`src/rtl/bsg_cache_buffer_drain.sv`:
```
// Store-buffer drain for the single-port data SRAM: pipeline reads win the port
// unless the head entry has starved long enough or a flush is draining the queue.
module bsg_cache_buffer_drain #(
    parameter int addr_width_p   = 6,
    parameter int data_width_p   = 16,
    parameter int starve_limit_p = 4
) (
    input  logic                    clk_i,
    input  logic                    reset_n_i,

    input  logic                    v_i,
    input  logic [addr_width_p-1:0] addr_i,
    input  logic [data_width_p-1:0] data_i,
    output logic                    yumi_o,

    input  logic                    rd_v_i,
    input  logic [addr_width_p-1:0] rd_addr_i,
    output logic                    rd_stall_o,

    input  logic                    flush_i,
    output logic                    flush_busy_o,
    output logic                    flush_done_o,

    output logic                    sram_v_o,
    output logic                    sram_w_o,
    output logic [addr_width_p-1:0] sram_addr_o,
    output logic [data_width_p-1:0] sram_data_o,
    output logic                    rd_data_v_o
);

    localparam int cnt_width_lp = $clog2(starve_limit_p + 1);
    localparam logic [cnt_width_lp-1:0] cnt_max_lp = cnt_width_lp'(starve_limit_p);
    localparam logic [cnt_width_lp-1:0] cnt_one_lp = cnt_width_lp'(1);

    typedef enum logic [0:0] {
        ST_IDLE  = 1'b0,
        ST_FLUSH = 1'b1
    } state_e;

    state_e                  state_q, state_d;
    logic [cnt_width_lp-1:0] cnt_q, cnt_d;
    logic                    rd_data_v_q, rd_data_v_d;

    logic force_s;
    logic grant_s;

    // Port arbitration: a store takes the port when no read competes or when forced.
    always_comb begin
        force_s      = (cnt_q == cnt_max_lp) | (state_q == ST_FLUSH);
        grant_s      = v_i & (~rd_v_i | force_s);

        yumi_o       = grant_s;
        sram_w_o     = grant_s;
        sram_v_o     = grant_s | rd_v_i;
        sram_addr_o  = grant_s ? addr_i : rd_addr_i;
        sram_data_o  = data_i;
        rd_stall_o   = rd_v_i & grant_s;

        flush_busy_o = (state_q == ST_FLUSH);
        flush_done_o = (state_q == ST_FLUSH) & ~v_i;
        rd_data_v_o  = rd_data_v_q;
    end

    // Next-state: starvation counter, flush FSM and read-data-valid pipeline bit.
    always_comb begin
        cnt_d       = cnt_q;
        state_d     = state_q;
        rd_data_v_d = rd_v_i & ~grant_s;

        if (grant_s || !v_i) begin
            cnt_d = '0;
        end else if (rd_v_i && !force_s && (cnt_q != cnt_max_lp)) begin
            cnt_d = cnt_q + cnt_one_lp;
        end else begin
            cnt_d = cnt_q;
        end

        // A flush request arriving during FLUSH is absorbed by the ongoing drain.
        case (state_q)
            ST_IDLE: begin
                if (flush_i) begin
                    state_d = ST_FLUSH;
                end else begin
                    state_d = ST_IDLE;
                end
            end
            ST_FLUSH: begin
                if (!v_i) begin
                    state_d = ST_IDLE;
                end else begin
                    state_d = ST_FLUSH;
                end
            end
            default: begin
                state_d = ST_IDLE;
            end
        endcase
    end

    // State registers; asynchronous reset aborts any flush without a done pulse.
    always_ff @(posedge clk_i or negedge reset_n_i) begin
        if (!reset_n_i) begin
            state_q     <= ST_IDLE;
            cnt_q       <= '0;
            rd_data_v_q <= 1'b0;
        end else begin
            state_q     <= state_d;
            cnt_q       <= cnt_d;
            rd_data_v_q <= rd_data_v_d;
        end
    end

endmodule

```
`config.mk`:
```
export PLATFORM = sky130hd
export DESIGN_NAME = bsg_cache_buffer_drain
export DESIGN_NICKNAME = d
export VERILOG_FILES = /design/src/rtl/bsg_cache_buffer_drain.sv
export SDC_FILE = /design/constraint.sdc
export NUM_CORES = 1
export LEC_CHECK = 0
export BUFFER_PORTS_ARGS = -buffer_cell sky130_fd_sc_hd__buf_2
export CAP_MARGIN = 30
export CORE_UTILIZATION = 25
export DETAILED_ROUTE_END_ITERATION = 12
export PLACE_DENSITY_LB_ADDON = 0.3
export SLEW_MARGIN = 20
export SYNTH_ARGS = -nofsm -noshare
export SYNTH_HDL_FRONTEND = slang
export SYNTH_SLANG_ARGS = --single-unit
```
`constraint.sdc`:
```
create_clock -name clk_i -period 2.36 [get_ports clk_i]
set_input_delay 0.472 -clock clk_i [delete_from_list [all_inputs] [get_ports clk_i]]
set_output_delay 0.472 -clock clk_i [all_outputs]
set_load 0.02 [all_outputs]
```
==> results of run 1 <==
-- cell type report --
type,instances,area [µm²]
repair buffers,30,153
clock buffers,4,26.3
inverters,4,15.0
flip-flops and latches,5,125
fillers,192,1180
multi-input cells,22,196
well taps,25,31.3
-- timing repair --
item                                   CTS  global route
setup endpoints to repair                0             6
endpoints found under the hold margin    0             0
buffers inserted                         0             1
-- worst register-to-register path, stage by stage, from the launching register on --
cell     delay, ns
dfrtp_1       0.35
inv_1         0.05
ha_1          0.21
and2_4        0.18
o21ai_4       0.23
and2_1        0.16
-- cell families (layout without fill, tap and decap cells) --
family          Yosys count  in the layout  synth area share [%]
simple gates             11             11                  15.4
mux                       7              7                  17.0
fa+ha+maj                 2              2                  5.39
compound gates            2              2                  4.58
buf+inv                  21             38                  30.7
flops                     5              5                  27.0
-- state kept, by name, summed over array words and instances (netlist names) --
register	count
rd_data_v_o	1
cnt_q	3
flush_busy_o	1
-- cell usage in the layout, fill, tap and decap left out, types with 2 or more instances in the layout --
cell type	count
nor3b_1	2
ha_1	2
dfrtp_1	5
buf_2	29
inv_1	4
mux2_2	7
clkbuf_4	3
and2_1	2
-- per-stage QoR --
stage               power (W)  setup slack (ns)  hold WS, ns  area, µm²
global placement     0.000178             0.359        0.299        513
detailed placement   0.000179             0.318        0.296        513
finish               0.000277             0.116       0.0380        547
floorplan            0.000186             0.490        0.176        464
global route         0.000295           0.00170       0.0304        547
CTS                  0.000280            0.0560       0.0376        539
-- power breakdown --
part	total (W)	switching, W	leakage [nW]	internal (W)
clock network	0.0000983	0.0000345	0.0150	0.0000639
registers	0.0000928	0.00000269	0.0657	0.0000901
logic	0.0000855	0.0000457	0.203	0.0000398
total	0.000277	0.0000828	0.284	0.000194
-- how the worst max path moves through the flow --
stage / start / end
final: cnt_q[0]$_DFFE_PN0P_ / sram_addr_o[0]
after CTS: cnt_q[0]$_DFFE_PN0P_ / sram_addr_o[0]
after global routing: cnt_q[0]$_DFFE_PN0P_ / sram_addr_o[4]
after floorplan: cnt_q[0]$_DFFE_PN0P_ / rd_stall_o
after global placement: cnt_q[0]$_DFFE_PN0P_ / sram_addr_o[5]
after detailed placement: cnt_q[0]$_DFFE_PN0P_ / sram_addr_o[0]
-- metal layers --
layer  share of wire (%)  vias up  track usage (%)  wire length (µm)
li1                    -      171                -                 -
met1                  37      150             9.68               297
met2                  47       29             11.6               376
met3                  14        2             3.60               111
met4                 1.8        0             9.09                14
met5                   0        -                0                 0
==> summary.txt, run 1 <==
Status: finished clean
CTS Buf Count: 3
Slew headroom: 83.4%
Routed Antenna Nets: 0
Slowest stage cell, crit path: mux2_2
Final core utilization: 31.7%
R2r worst-path depth: 5
RSZ-0062 raised after global routing: false
Via density: 3.91
Worst Setup End Kind: output port
Reg2reg end: rd_data_v_o$_DFF_PN0_
Required time worst endpoint: 1.89 ns
Hold Fails Final Rpt: 0
Hold Buf Count CTS: 0
Crit share post-route: 95.1%
Cell with the most instances after synthesis: buf_4
Area growth from synthesis to layout: 17.8%
Clock transition at path regs: 0.05 ns
CTS tree: built
Crit path buf inv count: 2
CTS sink cnt: 5
CP Class: reg -> out
Longest Clk Path Bufs: 2
Power Dens Cells: 506 mW/mm²
Share of cells above drive strength 1: 66.2%
Synthesized flop and latch total: 5
CTS root buf: clkbuf_4
Starting density of the core: 26.9%
Worst Tran Pin Value: 0.248 ns
Post-route minimum period: 2.24 ns
Fmax achieved: 446 MHz
HP Class: in -> async
Final setup skew: 0.00577 ns
Die height: 45.1 µm
Worst path cell trace: inv_1 -> ha_1 -> and2_4 -> o21ai_4 -> mux2_2 -> buf_2
CP startpoint kind: register
Ys Warns: 0
Mapped Cells: 48
Fin nets: 101
Clk Latency, worst-skew pair: 0.24 ns
DR WL/cell: 8.88 µm
Fin. max-slew vios: 0
Final Setup Violations: 0
Die ar.: 0.00203 mm²
Post-synthesis sequential area ratio: 27.0%
Stages on worst setup path: 6
Setup TNS: 0 ns
Core area: 0.00173 mm²
Leading post-synthesis cells by cell area: buf_4, dfrtp_1, mux2_2
Fin cells: 90
Drt total wl: 799 µm
Vias in the first global route: 298
Routability Congestion: 0.657
# H-tree levels: 1
Yosys top cell area share: 27.5%
CP peak stage delay: 0.36 ns
Global route overflow: 0
Worst Path Arrival: 1.77 ns
Asr flop ratio synth: 100%
First-pass GRT wire length: 1190 µm
Max-cap violations: 0
Distinct cells, synth: 16
CP max FO: 8
Delay-heaviest family, CP: multiplexers
Post-synthesis net count: 83
Reg2reg start: cnt_q[0]$_DFFE_PN0P_
Initial DRC count: 0
Syn avg cell area: 9.67 µm²
Die X: 45.1 µm
Leading cell types by count after synthesis: buf_4, mux2_2, dfrtp_1, inv_1
I/O pins: 62
Inst Count DP: 85
R2R setup slack: 1.12 ns
Largest area contributor in the netlist: buf_4
Drt first pass iters: 1
GRT Total Usage: 8.60%
Maximum VDD drop: 0.227 mV
# resized after CTS: 0
Ys flop type: dfrtp_1
Count of input and output buffers: 29
DPL Wire Length: 674 µm
Largest net degree at the start of global routing: 9
P_leak: 0.284 nW
Initial antenna violation count: 0
Number of enable flip-flop cells after synthesis: 0
# diodes: 0
Num rows: 15
DR DRC count: 0
Post-Syn Area: 464 µm²
Via count: 352
No activity file was read; power rests on OpenSTA's default activity.
==> run 2, diff against run 1 <==
Settings changed: BUFFER_PORTS_ARGS -buffer_cell sky130_fd_sc_hd__buf_2 to unset, DONT_BUFFER_PORTS set to 1.
==> summary.txt, run 2 (same netlist as run 1, synthesis figures left out) <==
Count of input and output buffers: 0 (was 29)
Fin nets: 73 (was 101)
Worst Path Arrival: 1.71 ns (was 1.77 ns)
Status: finished clean (unchanged)
Largest net degree at the start of global routing: 9 (unchanged)
Worst Tran Pin Value: 0.388 ns (was 0.248 ns)
Final Setup Violations: 0 (unchanged)
CTS tree: built (unchanged)
Starting density of the core: 26.9% (unchanged)
Die X: 45.1 µm (unchanged)
Longest Clk Path Bufs: 2 (unchanged)
Commonest non-fill, non-tap cell in the layout: mux2_2 (was buf_2)
Global route overflow: 0 (unchanged)
Drt total wl: 703 µm (was 799 µm)
Via density: 4.26 (was 3.91)
Routability Congestion: 0.676 (was 0.657)
I/O pins: 62 (unchanged)
Share of cells above drive strength 1: 37.8% (was 66.2%)
Die height: 45.1 µm (unchanged)
Slowest stage cell, crit path: mux2_2 (unchanged)
Power Dens Cells: 609 mW/mm² (was 506 mW/mm²)
First-pass GRT wire length: 1040 µm (was 1190 µm)
Setup TNS: 0 ns (unchanged)
Initial DRC count: 1 (was 0)
Max-cap violations: 0 (unchanged)
Clock transition at path regs: 0.04 ns (was 0.05 ns)
Fin. max-slew vios: 0 (unchanged)
# H-tree levels: 1 (unchanged)
P_leak: 0.171 nW (was 0.284 nW)
Hold Fails Final Rpt: 0 (unchanged)
Hold slack: 0.355 ns (was 0.0380 ns)
Initial antenna violation count: 0 (unchanged)
DR DRC count: 0 (unchanged)
RSZ-0062 raised after global routing: false (unchanged)
# diodes: 0 (unchanged)
Largest register by flop count: cnt_q (unchanged)
Area growth from synthesis to layout: -11.3% (was 17.8%)
Crit share post-route: 92.4% (was 95.1%)
Core area: 0.00173 mm² (unchanged)
# resized after CTS: 0 (unchanged)
Required time worst endpoint: 1.89 ns (about the same)
Die ar.: 0.00203 mm² (unchanged)
Worst path cell trace: inv_1 -> ha_1 -> and2_4 -> o21ai_4 -> mux2_2 (was inv_1 -> ha_1 -> and2_4 -> o21ai_4 -> mux2_2 -> buf_2)
Fmax achieved: 459 MHz (was 446 MHz)
Slew headroom: 74.1% (was 83.4%)
Drt first pass iters: 2 (was 1)
Num rows: 15 (unchanged)
CTS sink cnt: 5 (unchanged)
Layout filler cell count: 207 (was 192)
Post-CTS Setup Inserts: 0 (unchanged)
DR WL/cell: 11.3 µm (was 8.88 µm)
HP Class: in -> reg (was in -> async)
Post-route minimum period: 2.18 ns (was 2.24 ns)
Maximum VDD drop: 0.203 mV (was 0.227 mV)
Clk Latency, worst-skew pair: 0.24 ns (about the same)
Crit path buf inv count: 1 (was 2)
Fin cells: 62 (was 90)
Final setup skew: 0.000602 ns (was 0.00577 ns)
CP Class: reg -> out (unchanged)
CTS root buf: clkbuf_4 (unchanged)
CP max FO: 8 (unchanged)
Vias in the first global route: 264 (was 298)
Worst Setup End Kind: output port (unchanged)
Max reg flops: 3 (unchanged)
Inst Count DP: 57 (was 85)
Final core utilization: 23.8% (was 31.7%)
GRT Total Usage: 8.34% (was 8.60%)
Delay-heaviest family, CP: multiplexers (unchanged)
Design Power: 0.000251 W (was 0.000277 W)
Routed Antenna Nets: 0 (unchanged)
CP startpoint kind: register (unchanged)
CP peak stage delay: 0.43 ns (was 0.36 ns)
Via count: 264 (was 352)
Most frequent cells in the layout: mux2_2, dfrtp_1, inv_1 (was buf_2, mux2_2, dfrtp_1)
DPL Wire Length: 594 µm (was 674 µm)
CTS Buf Count: 3 (unchanged)
## run 2: cell types whose count changed in the layout (fill, tap and decap cells not counted)
cell / previous run / this run
dlygate4sd3_1: 0 / 1
buf_2: 29 / 0
## run 2: worst register-to-register path, cell delays in order, from the launching register on
cell,delay [ns]
dfrtp_1,0.36
inv_1,0.05
ha_1,0.20
and2_4,0.18
o21ai_4,0.25
and2_1,0.16
## run 2: layout make-up
type,instances,area [µm²],area share [%]
Timing Repair Buffer,2,17.5,4.26
Sequential cell,5,125,30.4
Multi-Input combinational cell,22,196,47.7
Inverter,4,15.0,3.65
Clock buffer,4,26.3,6.38
Tap cell,25,31.3,7.60
## run 2: final timing paths
kind	startpoint	end	slack, ns	cells after the start
setup / recovery	cnt_q[0]$_DFFE_PN0P_	sram_addr_o[2]	0.18	5
hold / removal	rd_v_i	rd_data_v_o$_DFF_PN0_	0.36	1
setup reg to reg	cnt_q[0]$_DFFE_PN0P_	rd_data_v_o$_DFF_PN0_	1.11	5
hold reg to reg	cnt_q[0]$_DFFE_PN0P_	cnt_q[0]$_DFFE_PN0P_	0.46	1
max in group asynchronous	reset_n_i	cnt_q[1]$_DFFE_PN0P_	1.64	1
min in group asynchronous	reset_n_i	flush_busy_o$_DFF_PN0_	0.52	1
## run 2: routing by layer
layer	GRT usage, %	routed length (µm)
met5	0	0
met4	12.7	42
met3	4.00	110
met2	12.5	338
met1	6.44	212
## run 2: metrics by stage
step                setup slack (ns)  cell area (µm²)
floorplan                      0.490              464
global placement               0.448              375
detailed placement             0.424              375
CTS                            0.161              412
global route                  0.0629              412
finish                         0.180              412
## run 2: power by group
group,switching [W],internal [W],total (W)
clock network,0.0000357,0.0000640,0.0000997
registers,0.00000704,0.0000901,0.0000971
logic,0.0000328,0.0000210,0.0000538
## run 2: what timing repair did
action | 4_1_cts | 5_1_grt
endpoints found under the setup margin | 0 | 0
hold buffers | 1 | 0
hold endpoints to repair | 5 | 0
